$ cat config.mk
export PLATFORM = sky130hd
export DESIGN_NAME = frame_diff_stats_flat
export DESIGN_NICKNAME = d
export VERILOG_FILES = /design/src/rtl/frame_diff_stats_if.sv /design/src/rtl/frame_diff_stats.sv /design/src/flat_wrapper.sv
export SDC_FILE = /design/constraint.sdc
export NUM_CORES = 1
export LEC_CHECK = 0
export BUFFER_PORTS_ARGS = -buffer_cell sky130_fd_sc_hd__buf_2
export CORE_AREA = 2 2 254 256
export DETAILED_ROUTE_END_ITERATION = 8
export DIE_AREA = 0 0 256 258
export SYNTH_ARGS = -nofsm -noshare
export SYNTH_HDL_FRONTEND = slang
export SYNTH_SLANG_ARGS = --single-unit
export TNS_END_PERCENT = 100
$ cat constraint.sdc
create_clock -name clk_25 -period 13.9 [get_ports clk_25]
set_input_delay 2.085 -clock clk_25 [delete_from_list [all_inputs] [get_ports clk_25]]
set_output_delay 2.085 -clock clk_25 [all_outputs]
set_load 0.005 [all_outputs]
$ cat src/rtl/frame_diff_stats_if.sv
// rtl/frame_diff_stats_if.sv - pixel-pair stream and statistics result bundle
// Purpose: carries the DVI/CCD pixel pair with its sync coordinates into
//   frame_diff_stats, and the per-frame statistics back out.
// Ports (per modport):
//   master : drives pix_valid_i, syncX_i, syncY_i, DVI_{R,G,B}_i, CCD_{R,G,B}_i;
//            observes AMB_SHIFT_{R,G,B}_o, thershold_o, stats_valid_o, busy_o, overrun_o
//   slave  : the reverse direction of every signal above
interface frame_diff_stats_if #(
  parameter int XY_W = 10,
  parameter int RB_W = 5,
  parameter int G_W  = 6
);
  logic            pix_valid_i;
  logic [XY_W-1:0] syncX_i;
  logic [XY_W-1:0] syncY_i;
  logic [RB_W-1:0] DVI_R_i;
  logic [G_W-1:0]  DVI_G_i;
  logic [RB_W-1:0] DVI_B_i;
  logic [RB_W-1:0] CCD_R_i;
  logic [G_W-1:0]  CCD_G_i;
  logic [RB_W-1:0] CCD_B_i;

  logic [7:0]      AMB_SHIFT_R_o;
  logic [7:0]      AMB_SHIFT_G_o;
  logic [7:0]      AMB_SHIFT_B_o;
  logic [31:0]     thershold_o;
  logic            stats_valid_o;
  logic            busy_o;
  logic            overrun_o;

  modport master (
    output pix_valid_i, syncX_i, syncY_i,
    output DVI_R_i, DVI_G_i, DVI_B_i, CCD_R_i, CCD_G_i, CCD_B_i,
    input  AMB_SHIFT_R_o, AMB_SHIFT_G_o, AMB_SHIFT_B_o, thershold_o,
    input  stats_valid_o, busy_o, overrun_o
  );

  modport slave (
    input  pix_valid_i, syncX_i, syncY_i,
    input  DVI_R_i, DVI_G_i, DVI_B_i, CCD_R_i, CCD_G_i, CCD_B_i,
    output AMB_SHIFT_R_o, AMB_SHIFT_G_o, AMB_SHIFT_B_o, thershold_o,
    output stats_valid_o, busy_o, overrun_o
  );
endinterface

$ cat src/rtl/frame_diff_stats.sv
// rtl/frame_diff_stats.sv - per-frame DVI vs CCD difference statistics engine
// Purpose: accumulates per-channel absolute differences and squared feature
//   distance over each active frame, snapshots the sums at the last active
//   pixel and divides them by the frame size on one shared restoring divider
//   while the next frame keeps accumulating.
// Ports:
//   clk_25 : sole clock
//   reset  : synchronous active-high reset
//   bus    : frame_diff_stats_if slave - pixel stream in, statistics out
//            (AMB_SHIFT_{R,G,B}_o, thershold_o, stats_valid_o, busy_o, overrun_o)
module frame_diff_stats #(
  parameter int          H_ACTIVE   = 640,
  parameter int          V_ACTIVE   = 480,
  parameter int          XY_W       = 10,
  parameter int          RB_W       = 5,
  parameter int          G_W        = 6,
  parameter int          ACC_W      = 32,
  parameter logic [31:0] THR_OFFSET = 32'd0
) (
  input  logic               clk_25,
  input  logic               reset,
  frame_diff_stats_if.slave  bus
);
  localparam int FRAME_PIX = H_ACTIVE * V_ACTIVE;
  localparam int FD_W      = 2 * G_W + 2;
  localparam int CNT_W     = $clog2(ACC_W);
  localparam int TW        = ((ACC_W > 32) ? ACC_W : 32) + 1;
  localparam logic [ACC_W-1:0] DIVISOR  = ACC_W'(FRAME_PIX);
  localparam logic [CNT_W-1:0] LAST_BIT = CNT_W'(ACC_W - 1);

  typedef enum logic [1:0] {
    ST_IDLE   = 2'd0,
    ST_DIV    = 2'd1,
    ST_UPDATE = 2'd2
  } state_t;

  // ---------------------------------------------------------------------
  // Pixel front end
  // ---------------------------------------------------------------------
  logic            pix_accept;
  logic            pix_last;
  logic [RB_W-1:0] abs_r;
  logic [RB_W-1:0] abs_b;
  logic [G_W-1:0]  abs_g;
  logic [G_W-1:0]  d_r;
  logic [G_W-1:0]  d_g;
  logic [G_W-1:0]  d_b;
  logic [FD_W-1:0] fd2;
  logic [ACC_W-1:0] addend [4];

  always_comb begin
    pix_accept = bus.pix_valid_i
              && (32'(bus.syncX_i) < 32'(H_ACTIVE))
              && (32'(bus.syncY_i) < 32'(V_ACTIVE));
    pix_last   = pix_accept
              && (32'(bus.syncX_i) == 32'(H_ACTIVE - 1))
              && (32'(bus.syncY_i) == 32'(V_ACTIVE - 1));

    abs_r = (bus.DVI_R_i >= bus.CCD_R_i) ? (bus.DVI_R_i - bus.CCD_R_i)
                                         : (bus.CCD_R_i - bus.DVI_R_i);
    abs_g = (bus.DVI_G_i >= bus.CCD_G_i) ? (bus.DVI_G_i - bus.CCD_G_i)
                                         : (bus.CCD_G_i - bus.DVI_G_i);
    abs_b = (bus.DVI_B_i >= bus.CCD_B_i) ? (bus.DVI_B_i - bus.CCD_B_i)
                                         : (bus.CCD_B_i - bus.DVI_B_i);

    // R/B are brought onto the G scale so all three channels share one width.
    d_r = G_W'(abs_r) << (G_W - RB_W);
    d_g = abs_g;
    d_b = G_W'(abs_b) << (G_W - RB_W);

    fd2 = FD_W'(d_r) * FD_W'(d_r)
        + FD_W'(d_g) * FD_W'(d_g)
        + FD_W'(d_b) * FD_W'(d_b);

    addend[0] = ACC_W'(d_r);
    addend[1] = ACC_W'(d_g);
    addend[2] = ACC_W'(d_b);
    addend[3] = ACC_W'(fd2);
  end

  // ---------------------------------------------------------------------
  // State
  // ---------------------------------------------------------------------
  state_t           state_q, state_d;
  logic [ACC_W-1:0] sum_q  [4];
  logic [ACC_W-1:0] sum_d  [4];
  logic [ACC_W-1:0] snap_q [4];
  logic [ACC_W-1:0] snap_d [4];
  logic [ACC_W-1:0] quot_q [4];
  logic [ACC_W-1:0] quot_d [4];
  logic [ACC_W-1:0] rem_q, rem_d;
  logic [ACC_W-1:0] dvd_q, dvd_d;
  logic [CNT_W-1:0] bit_q, bit_d;
  logic [1:0]       sel_q, sel_d;
  logic [7:0]       amb_r_q, amb_r_d;
  logic [7:0]       amb_g_q, amb_g_d;
  logic [7:0]       amb_b_q, amb_b_d;
  logic [31:0]      thr_q, thr_d;
  logic             valid_q, valid_d;
  logic             busy_q, busy_d;
  logic             overrun_q, overrun_d;

  logic             take_snap;
  logic [ACC_W:0]   trial;
  logic             q_bit;
  logic [ACC_W-1:0] rem_next;
  logic [ACC_W-1:0] dvd_next;
  logic [TW-1:0]    thr_sum;

  function automatic logic [7:0] sat_amb(input logic [ACC_W-1:0] q);
    if (q > ACC_W'(63)) begin
      return 8'hFF;
    end
    return {q[5:0], 2'b00};
  endfunction

  always_comb begin
    state_d   = state_q;
    sum_d     = sum_q;
    snap_d    = snap_q;
    quot_d    = quot_q;
    rem_d     = rem_q;
    dvd_d     = dvd_q;
    bit_d     = bit_q;
    sel_d     = sel_q;
    amb_r_d   = amb_r_q;
    amb_g_d   = amb_g_q;
    amb_b_d   = amb_b_q;
    thr_d     = thr_q;
    valid_d   = 1'b0;
    overrun_d = 1'b0;
    take_snap = 1'b0;

    // Restoring division step: the dividend shifts out MSB-first into the
    // partial remainder while quotient bits shift into its LSB end.
    trial    = {rem_q, dvd_q[ACC_W-1]};
    q_bit    = (trial >= {1'b0, DIVISOR});
    rem_next = q_bit ? ACC_W'(trial - {1'b0, DIVISOR}) : trial[ACC_W-1:0];
    dvd_next = {dvd_q[ACC_W-2:0], q_bit};

    thr_sum  = TW'(quot_q[3]) + TW'(THR_OFFSET);

    // Accumulation never stalls; the frame end clears the sums whether or
    // not the divider is free to take them.
    if (pix_accept) begin
      for (int i = 0; i < 4; i++) begin
        sum_d[i] = pix_last ? '0 : (sum_q[i] + addend[i]);
      end
      if (pix_last) begin
        if (state_q == ST_IDLE) begin
          take_snap = 1'b1;
          for (int i = 0; i < 4; i++) begin
            snap_d[i] = sum_q[i] + addend[i];
          end
        end else begin
          overrun_d = 1'b1;
        end
      end
    end

    case (state_q)
      ST_IDLE: begin
        if (take_snap) begin
          state_d = ST_DIV;
          dvd_d   = sum_q[0] + addend[0];
          rem_d   = '0;
          bit_d   = '0;
          sel_d   = '0;
        end
      end
      ST_DIV: begin
        rem_d = rem_next;
        dvd_d = dvd_next;
        bit_d = bit_q + CNT_W'(1);
        if (bit_q == LAST_BIT) begin
          quot_d[sel_q] = dvd_next;
          bit_d         = '0;
          rem_d         = '0;
          if (sel_q == 2'd3) begin
            state_d = ST_UPDATE;
          end else begin
            sel_d = sel_q + 2'd1;
            dvd_d = snap_q[sel_q + 2'd1];
          end
        end
      end
      ST_UPDATE: begin
        amb_r_d = sat_amb(quot_q[0]);
        amb_g_d = sat_amb(quot_q[1]);
        amb_b_d = sat_amb(quot_q[2]);
        thr_d   = (thr_sum > TW'(33'h0_FFFF_FFFF)) ? 32'hFFFF_FFFF : thr_sum[31:0];
        valid_d = 1'b1;
        state_d = ST_IDLE;
      end
      default: begin
        state_d = ST_IDLE;
      end
    endcase

    busy_d = (state_d != ST_IDLE);
  end

  always_ff @(posedge clk_25) begin
    if (reset) begin
      state_q   <= ST_IDLE;
      sum_q     <= '{default: '0};
      snap_q    <= '{default: '0};
      quot_q    <= '{default: '0};
      rem_q     <= '0;
      dvd_q     <= '0;
      bit_q     <= '0;
      sel_q     <= '0;
      amb_r_q   <= '0;
      amb_g_q   <= '0;
      amb_b_q   <= '0;
      thr_q     <= '0;
      valid_q   <= 1'b0;
      busy_q    <= 1'b0;
      overrun_q <= 1'b0;
    end else begin
      state_q   <= state_d;
      sum_q     <= sum_d;
      snap_q    <= snap_d;
      quot_q    <= quot_d;
      rem_q     <= rem_d;
      dvd_q     <= dvd_d;
      bit_q     <= bit_d;
      sel_q     <= sel_d;
      amb_r_q   <= amb_r_d;
      amb_g_q   <= amb_g_d;
      amb_b_q   <= amb_b_d;
      thr_q     <= thr_d;
      valid_q   <= valid_d;
      busy_q    <= busy_d;
      overrun_q <= overrun_d;
    end
  end

  assign bus.AMB_SHIFT_R_o = amb_r_q;
  assign bus.AMB_SHIFT_G_o = amb_g_q;
  assign bus.AMB_SHIFT_B_o = amb_b_q;
  assign bus.thershold_o   = thr_q;
  assign bus.stats_valid_o = valid_q;
  assign bus.busy_o        = busy_q;
  assign bus.overrun_o     = overrun_q;
endmodule

$ cat src/flat_wrapper.sv
// flat-port wrapper written by rule: the top's interface ports become plain ports
module frame_diff_stats_flat 
#(
  parameter int          H_ACTIVE   = 640,
  parameter int          V_ACTIVE   = 480,
  parameter int          XY_W       = 10,
  parameter int          RB_W       = 5,
  parameter int          G_W        = 6,
  parameter int          ACC_W      = 32,
  parameter logic [31:0] THR_OFFSET = 32'd0
)
  (clk_25, reset, bus_pix_valid_i, bus_syncX_i, bus_syncY_i, bus_DVI_R_i, bus_DVI_G_i, bus_DVI_B_i, bus_CCD_R_i, bus_CCD_G_i, bus_CCD_B_i, bus_AMB_SHIFT_R_o, bus_AMB_SHIFT_G_o, bus_AMB_SHIFT_B_o, bus_thershold_o, bus_stats_valid_o, bus_busy_o, bus_overrun_o);
  frame_diff_stats_if #(.XY_W(XY_W), .RB_W(RB_W), .G_W(G_W)) bus_i ();
  input  logic clk_25;
  input  logic reset;
  input wire logic [$bits(bus_i.pix_valid_i)-1:0] bus_pix_valid_i;
  input wire logic [$bits(bus_i.syncX_i)-1:0] bus_syncX_i;
  input wire logic [$bits(bus_i.syncY_i)-1:0] bus_syncY_i;
  input wire logic [$bits(bus_i.DVI_R_i)-1:0] bus_DVI_R_i;
  input wire logic [$bits(bus_i.DVI_G_i)-1:0] bus_DVI_G_i;
  input wire logic [$bits(bus_i.DVI_B_i)-1:0] bus_DVI_B_i;
  input wire logic [$bits(bus_i.CCD_R_i)-1:0] bus_CCD_R_i;
  input wire logic [$bits(bus_i.CCD_G_i)-1:0] bus_CCD_G_i;
  input wire logic [$bits(bus_i.CCD_B_i)-1:0] bus_CCD_B_i;
  output wire logic [$bits(bus_i.AMB_SHIFT_R_o)-1:0] bus_AMB_SHIFT_R_o;
  output wire logic [$bits(bus_i.AMB_SHIFT_G_o)-1:0] bus_AMB_SHIFT_G_o;
  output wire logic [$bits(bus_i.AMB_SHIFT_B_o)-1:0] bus_AMB_SHIFT_B_o;
  output wire logic [$bits(bus_i.thershold_o)-1:0] bus_thershold_o;
  output wire logic [$bits(bus_i.stats_valid_o)-1:0] bus_stats_valid_o;
  output wire logic [$bits(bus_i.busy_o)-1:0] bus_busy_o;
  output wire logic [$bits(bus_i.overrun_o)-1:0] bus_overrun_o;
  assign bus_i.pix_valid_i = bus_pix_valid_i;
  assign bus_i.syncX_i = bus_syncX_i;
  assign bus_i.syncY_i = bus_syncY_i;
  assign bus_i.DVI_R_i = bus_DVI_R_i;
  assign bus_i.DVI_G_i = bus_DVI_G_i;
  assign bus_i.DVI_B_i = bus_DVI_B_i;
  assign bus_i.CCD_R_i = bus_CCD_R_i;
  assign bus_i.CCD_G_i = bus_CCD_G_i;
  assign bus_i.CCD_B_i = bus_CCD_B_i;
  assign bus_AMB_SHIFT_R_o = bus_i.AMB_SHIFT_R_o;
  assign bus_AMB_SHIFT_G_o = bus_i.AMB_SHIFT_G_o;
  assign bus_AMB_SHIFT_B_o = bus_i.AMB_SHIFT_B_o;
  assign bus_thershold_o = bus_i.thershold_o;
  assign bus_stats_valid_o = bus_i.stats_valid_o;
  assign bus_busy_o = bus_i.busy_o;
  assign bus_overrun_o = bus_i.overrun_o;
  frame_diff_stats #(.H_ACTIVE(H_ACTIVE), .V_ACTIVE(V_ACTIVE), .XY_W(XY_W), .RB_W(RB_W), .G_W(G_W), .ACC_W(ACC_W), .THR_OFFSET(THR_OFFSET)) u_core (.clk_25(clk_25), .reset(reset), .bus(bus_i));
endmodule
Word-level counts from Yosys, hierarchy flattened
Cells that the tools add are included.
- register bits: 516
- output and inout bits: 59
- word-level logic and storage cells: 131
- bits of input ports: 55
- add/subtract/negate cells: 15
- order comparisons: 13
- multiply operators: 3
- bitwise operators: 4
- reductions and logical operators: 13
- mux-type cells: 50
- eq/ne operators: 9
- operators with widths (kind ; count):
    2-to-1 mux 32 bit ; 14
    bitwise mux 128 bit ; 1
    one-hot mux 32 bit (2 select lines) ; 2
    adder 32 x 6 -> 32 bit ; 3
    > comparator 32 x 6 -> 1 bit (second input constant) ; 3
    binary-select mux 32 bit (select 2 bit) ; 1
    demux 32 bit (select 2 bit) ; 1
    2-to-1 mux 8 bit ; 6
    >= comparator 33 x 19 -> 1 bit (second input constant) ; 1
    adder 32 x 14 -> 32 bit ; 1
    > comparator 32 bit (second input constant) ; 1
    subtractor 32 x 19 -> 32 bit (second input constant) ; 1
    multiplier 5 x 5 -> 10 bit ; 2
    2-to-1 mux 5 bit ; 4
    subtractor 5 bit ; 4
    adder 14 x 12 -> 14 bit ; 1
    adder 12 x 12 -> 13 bit ; 1
    multiplier 6 x 6 -> 12 bit ; 1
    2-to-1 mux 2 bit ; 6
    subtractor 6 bit ; 2
    2-to-1 mux 1 bit ; 11
    equality test 10 bit (second input constant) ; 1
    equality test 10 x 9 -> 1 bit (second input constant) ; 1
    >= comparator 5 bit ; 2
    24 further kinds ; 36

Logic depth before layout (Yosys ltp)
- depth after elaboration: 10
- depth in mapped cells: 43
- gate-level depth less buffers: 42

Worst setup path after synthesis
OpenSTA, ideal clock, no wires.
- path type: input -> register
- from: input port bus_DVI_G_i[0]
- to: register u_core.snap_q[24] (netlist name)
- required time: 13.814 ns
- data arrival time: 10.293 ns
- path slack: 3.521 ns
- buffers on the path: 2
- setup time: 0.086 ns
- cell stages on the path: 38
- path through: inv_1 -> ha_1 -> inv_1 -> fa_1 -> a21o_1 -> a21oi_1 -> a32oi_2 -> mux2_2 -> nor3_1 -> nand2_1 -> o211ai_1 -> nor2_1 -> fa_1 -> inv_1 -> fa_1 -> inv_1 -> fa_1 -> inv_1 -> [2 not listed] -> ha_1 -> a21oi_1 -> o21ai_0 -> a2111oi_0 -> nor2_1 -> xnor2_1 -> ha_1 -> or2_2 -> o311a_1 -> o21a_1 -> ha_1 -> clkbuf_1 -> nand2_1 -> o41ai_4 -> buf_4 -> nand4_1 -> xor2_1 -> a211oi_1
- longest elaborated chain between the ends: 6
- elaborated cells between the ends (all ways): 8
- those cells by class: 5 x add/sub; 1 x mul; 1 x order compare; 1 x mux
- ends and longest elaborated chain (item ; line ; RTL):
    from (decl) ; flat_wrapper.sv:20 ; input wire logic [$bits(bus_i.DVI_G_i)-1:0] bus_DVI_G_i;
    subtractor 6 bit (tied with other cells) ; frame_diff_stats.sv:62 ; : (bus.CCD_G_i - bus.DVI_G_i);
    2-to-1 mux 6 bit * ; frame_diff_stats.sv:61 ; abs_g = (bus.DVI_G_i >= bus.CCD_G_i) ? (bus.DVI_G_i - bus.CCD_G_i)
    multiplier 6 x 6 -> 12 bit * ; frame_diff_stats.sv:72 ; + FD_W'(d_g) * FD_W'(d_g)
    adder 12 x 12 -> 13 bit * ; frame_diff_stats.sv:72 ;
    adder 14 x 12 -> 14 bit * ; frame_diff_stats.sv:73 ; + FD_W'(d_b) * FD_W'(d_b);
    adder 32 x 14 -> 32 bit * ; frame_diff_stats.sv:153 ; snap_d[i] = sum_q[i] + addend[i];
    to (signal assigned) ; frame_diff_stats.sv:223 ; snap_q <= snap_d;
    to (decl) ; frame_diff_stats.sv:87 ; logic [ACC_W-1:0] snap_q [4];
Mark *: on every way between the ends. The rest lies on a longest branch, timed or not.
A chain may end at the register's enable or synchronous reset.

Worst setup path in the final report
- from: input port bus_DVI_G_i[0]
- to: register u_core.sum_q[30] (netlist name)
- longest elaborated chain between the ends: 7
- elaborated cells between the ends (all ways): 9
- those cells by class: 5 x add/sub; 1 x mul; 1 x order compare; 2 x mux
- ends and longest elaborated chain (item ; line ; RTL):
    subtractor 6 bit (tied with other cells) ; frame_diff_stats.sv:62 ;
    2-to-1 mux 6 bit * ; frame_diff_stats.sv:61 ;
    multiplier 6 x 6 -> 12 bit * ; frame_diff_stats.sv:72 ;
    adder 12 x 12 -> 13 bit * ; frame_diff_stats.sv:72 ;
    adder 14 x 12 -> 14 bit * ; frame_diff_stats.sv:73 ;
    adder 32 x 14 -> 32 bit * ; frame_diff_stats.sv:147 ; sum_d[i] = pix_last ? '0 : (sum_q[i] + addend[i]);
    2-to-1 mux 32 bit * ; frame_diff_stats.sv:147 ;
    to (signal assigned) ; frame_diff_stats.sv:222 ; sum_q <= sum_d;
    to (decl) ; frame_diff_stats.sv:85 ; logic [ACC_W-1:0] sum_q [4];
Marks and branches as above.

==> impl_metrics.toml <==
[outcome]
status = "completed"

[setup_path]
r2r_cells = 11
required_ns = 14.42
cp.buffers_inverters = 7
cp-end-kind = "flip-flop"
arrival_ns = 11.46
crit_path_start_kind = "input pin"
critPathMostFrequentCell = "inv_1"
path_max_fanout = 14
crit_cells = 36
critical_path_class = "input pin to flip-flop"
crit_slowest_cell = "o41ai_4"
crit_family = "adder cells"
critical_path.max_stage_delay_ns = 0.80

[route]
drc = 0
drt_pass1_iterations = 7
wl_per_cell_um = 17.3
ant_nets = 0
wl_um = 71700
via_per_inst = 5.38
routed-via-count = 22300
drt_iter0_markers = 1845

[grt]
grt_pass1_vias = 20300
overflow = 0
grtUsageTotal_pct = 21.2
grt_start_max_net_pins = 221
grt_antenna_before_repair = 0
grt_pass1_wl_um = 115000

[yosys]
yosysMostFrequentCell = "nand2_1"
synth_top_cell_area_share_pct = 38.6
synth_edf_count = 0
syn_area_per_cell_um2 = 8.10
async_flop_share_pct = 0
synth.distinct_cells = 90
synth_nets = 3453
netlist_instances = 3255
yosys-top-cells-count = "nand2_1 (571), dfxtp_1 (509), a21oi_1 (419)"
yosysSeqAreaShare_pct = 38.6
ys_seq_elements = 509
ys_top_cells_by_area = "dfxtp_1 (39%), nand2_1 (8.1%), a21oi_1 (8.0%)"
syn-cell-area_mm2 = 0.0264
synth_top_cell_by_area = "dfxtp_1"
synthFlopType = "dfxtp_1"
yosysWarnings = 0

[run]
drv_cap = 0

[power_and_ir_drop]
power_mw = 6.08
power_density_mw_per_mm2 = 207
max-vdd-ir-drop_uv = 571
p_leak_nw = 10.8

[layout]
multi_input_area_mm2 = 0.0148
drive_above_1_share_pct = 9.85
syn_to_final_growth_pct = 11.4
nNetsFinal = 3455
final-seq-area_mm2 = 0.0102
fillers = 6370
fin_area_mm2 = 0.0294
antenna_cells = 0
layout.cells.non_filler = 4155

[placement]
placed_cell_area_mm2 = 0.0276
port_buffers = 113
place_hpwl_um = 49000
routabilityCongestion = 0.851
dpl.cell_count = 4056

[cts]
cts_buffers = 54
post_cts_resized = 0
h-tree-depth = 2
cts_setup_buffers = 0
cts_root_buf = "clkbuf_16"
clock_latency_ns = 0.61
clockBufferDepth = 3
cts_tree = "done"
path_clk_slew_ns = 0.06
postCtsHoldBufs = 0
numClockSinks = 509

[sta]
clock_skew_ns = 0.0201
layout_min_cycle_time_ns = 10.94
worstMarginPinSlew_ns = 1.28
timing.slew.headroom_pct = 14.8
setup_tns_ns = 0
fmax_ghz = 0.0914
maxSlewViolCount = 0
finalSetupViolCount = 0
min_period_over_period_pct = 78.7
grt_setup_unrepaired = "no"
hold_viol_final = 0

[floorplanning]
fp-row-count = 93
die_x_um = 256
die_h_um = 258
start_util_pct = 41.4
die-area_mm2 = 0.0660
ioPinCount = 114
core_area_mm2 = 0.0636

[worst_hold_path]
hold_class = "flip-flop to flip-flop"
whs_path_depth = 2
## kinds of logic after synthesis
group / count (synthesis) / share of synthesized area (%)
buffers and inverters: 355 / 5.25
AO/OA/AOI/OAI: 876 / 20.0
AND/OR/NAND/NOR: 1154 / 19.5
multiplexers: 49 / 3.36
adder cells (fa/ha/maj): 143 / 7.58
XOR/XNOR: 169 / 5.67
flip-flops: 509 / 38.6
## power breakdown
part / switching [mW] / internal, mW
registers: 0.00717 / 1.47
logic: 1.81 / 1.31
clock network: 0.613 / 0.871
## flip-flops by register name, indices dropped and copies added (netlist names)
signal and count:
u_core.bit_q 5, u_core.bus.AMB_SHIFT_B_o 7, u_core.bus.AMB_SHIFT_G_o 7, u_core.bus.AMB_SHIFT_R_o 7
u_core.bus.busy_o 1, u_core.bus.overrun_o 1, u_core.bus.stats_valid_o 1, u_core.bus.thershold_o 32
u_core.dvd_q 32, u_core.quot_q 128, u_core.rem_q 32, u_core.sel_q 2
u_core.snap_q 126, u_core.state_q 2, u_core.sum_q 126
## area by class of cell
| type | count | share of cell area, % |
|---|---|---|
| clock buffers | 81 | 5.46 |
| repair buffers | 153 | 3.02 |
| clock inverters | 18 | 0.750 |
| multi-input cells | 2391 | 50.5 |
| inverters | 148 | 1.89 |
| flip-flops and latches | 509 | 34.7 |
| well taps | 855 | 3.64 |
## cell usage in the layout, fill, tap and decap left out, types with 6 or more instances in the layout
cell type,count
nand3_1,58
o21a_1,11
a211oi_1,72
nor4_1,44
o31ai_1,8
mux4_2,31
dfxtp_1,508
a21oi_1,419
nand3b_1,6
nand2b_1,10
buf_4,39
nor3_1,37
ha_1,114
and4_1,8
xnor2_1,107
clkbuf_8,13
o21bai_1,13
a22oi_1,44
nor2_1,271
fa_1,28
clkbuf_16,55
and3_1,36
and2_1,8
mux2i_1,11
o21ai_0,157
nor2b_1,9
nand4_1,24
xor2_1,60
or3_1,34
buf_2,112
inv_1,145
a22o_1,20
nand2_1,571
a31oi_1,37
clkbuf_1,13
mux2_2,7
a21o_1,32
## layer usage
metal  share of wire, %  GRT usage (%)  vias up  wire length [um]
met1                 49           30.9    10500             34800
met4                2.6           6.19        0              1860
li1                   -              -    11300                 -
met2                 44           33.0      487             31500
met5                  0              0        -                 0
met3                5.0           2.45       99              3570
## per-stage QoR
step | util (%) | worst slack (ns) | hold WS, ns
5_1_grt | 46.2 | 2.38 | 0.458
2_1_floorplan | - | 3.52 | 0.424
4_1_cts | 46.2 | 2.99 | 0.444
3_3_place_gp | 43.3 | 2.56 | 0.433
3_5_place_dp | 43.3 | 2.37 | 0.436
6_report | 46.2 | 2.96 | 0.443
## worst paths after layout
kind                            slack (ns)               start                     endpoint
worst max-delay path                  2.96      bus_DVI_G_i[0]             u_core.sum_q[30]
worst max register to register       10.83    u_core.sum_q[64]             u_core.sum_q[88]
worst min register to register        0.44  u_core.quot_q[100]  u_core.bus.AMB_SHIFT_R_o[6]
worst min-delay path                  0.44  u_core.quot_q[100]  u_core.bus.AMB_SHIFT_R_o[6]
## tightest hold or removal path: stages (launching register included)
cell,delay [ns]
dfxtp_1,0.31
inv_1,0.04
a21oi_1,0.05
Power figures use the tool's default switching activity.
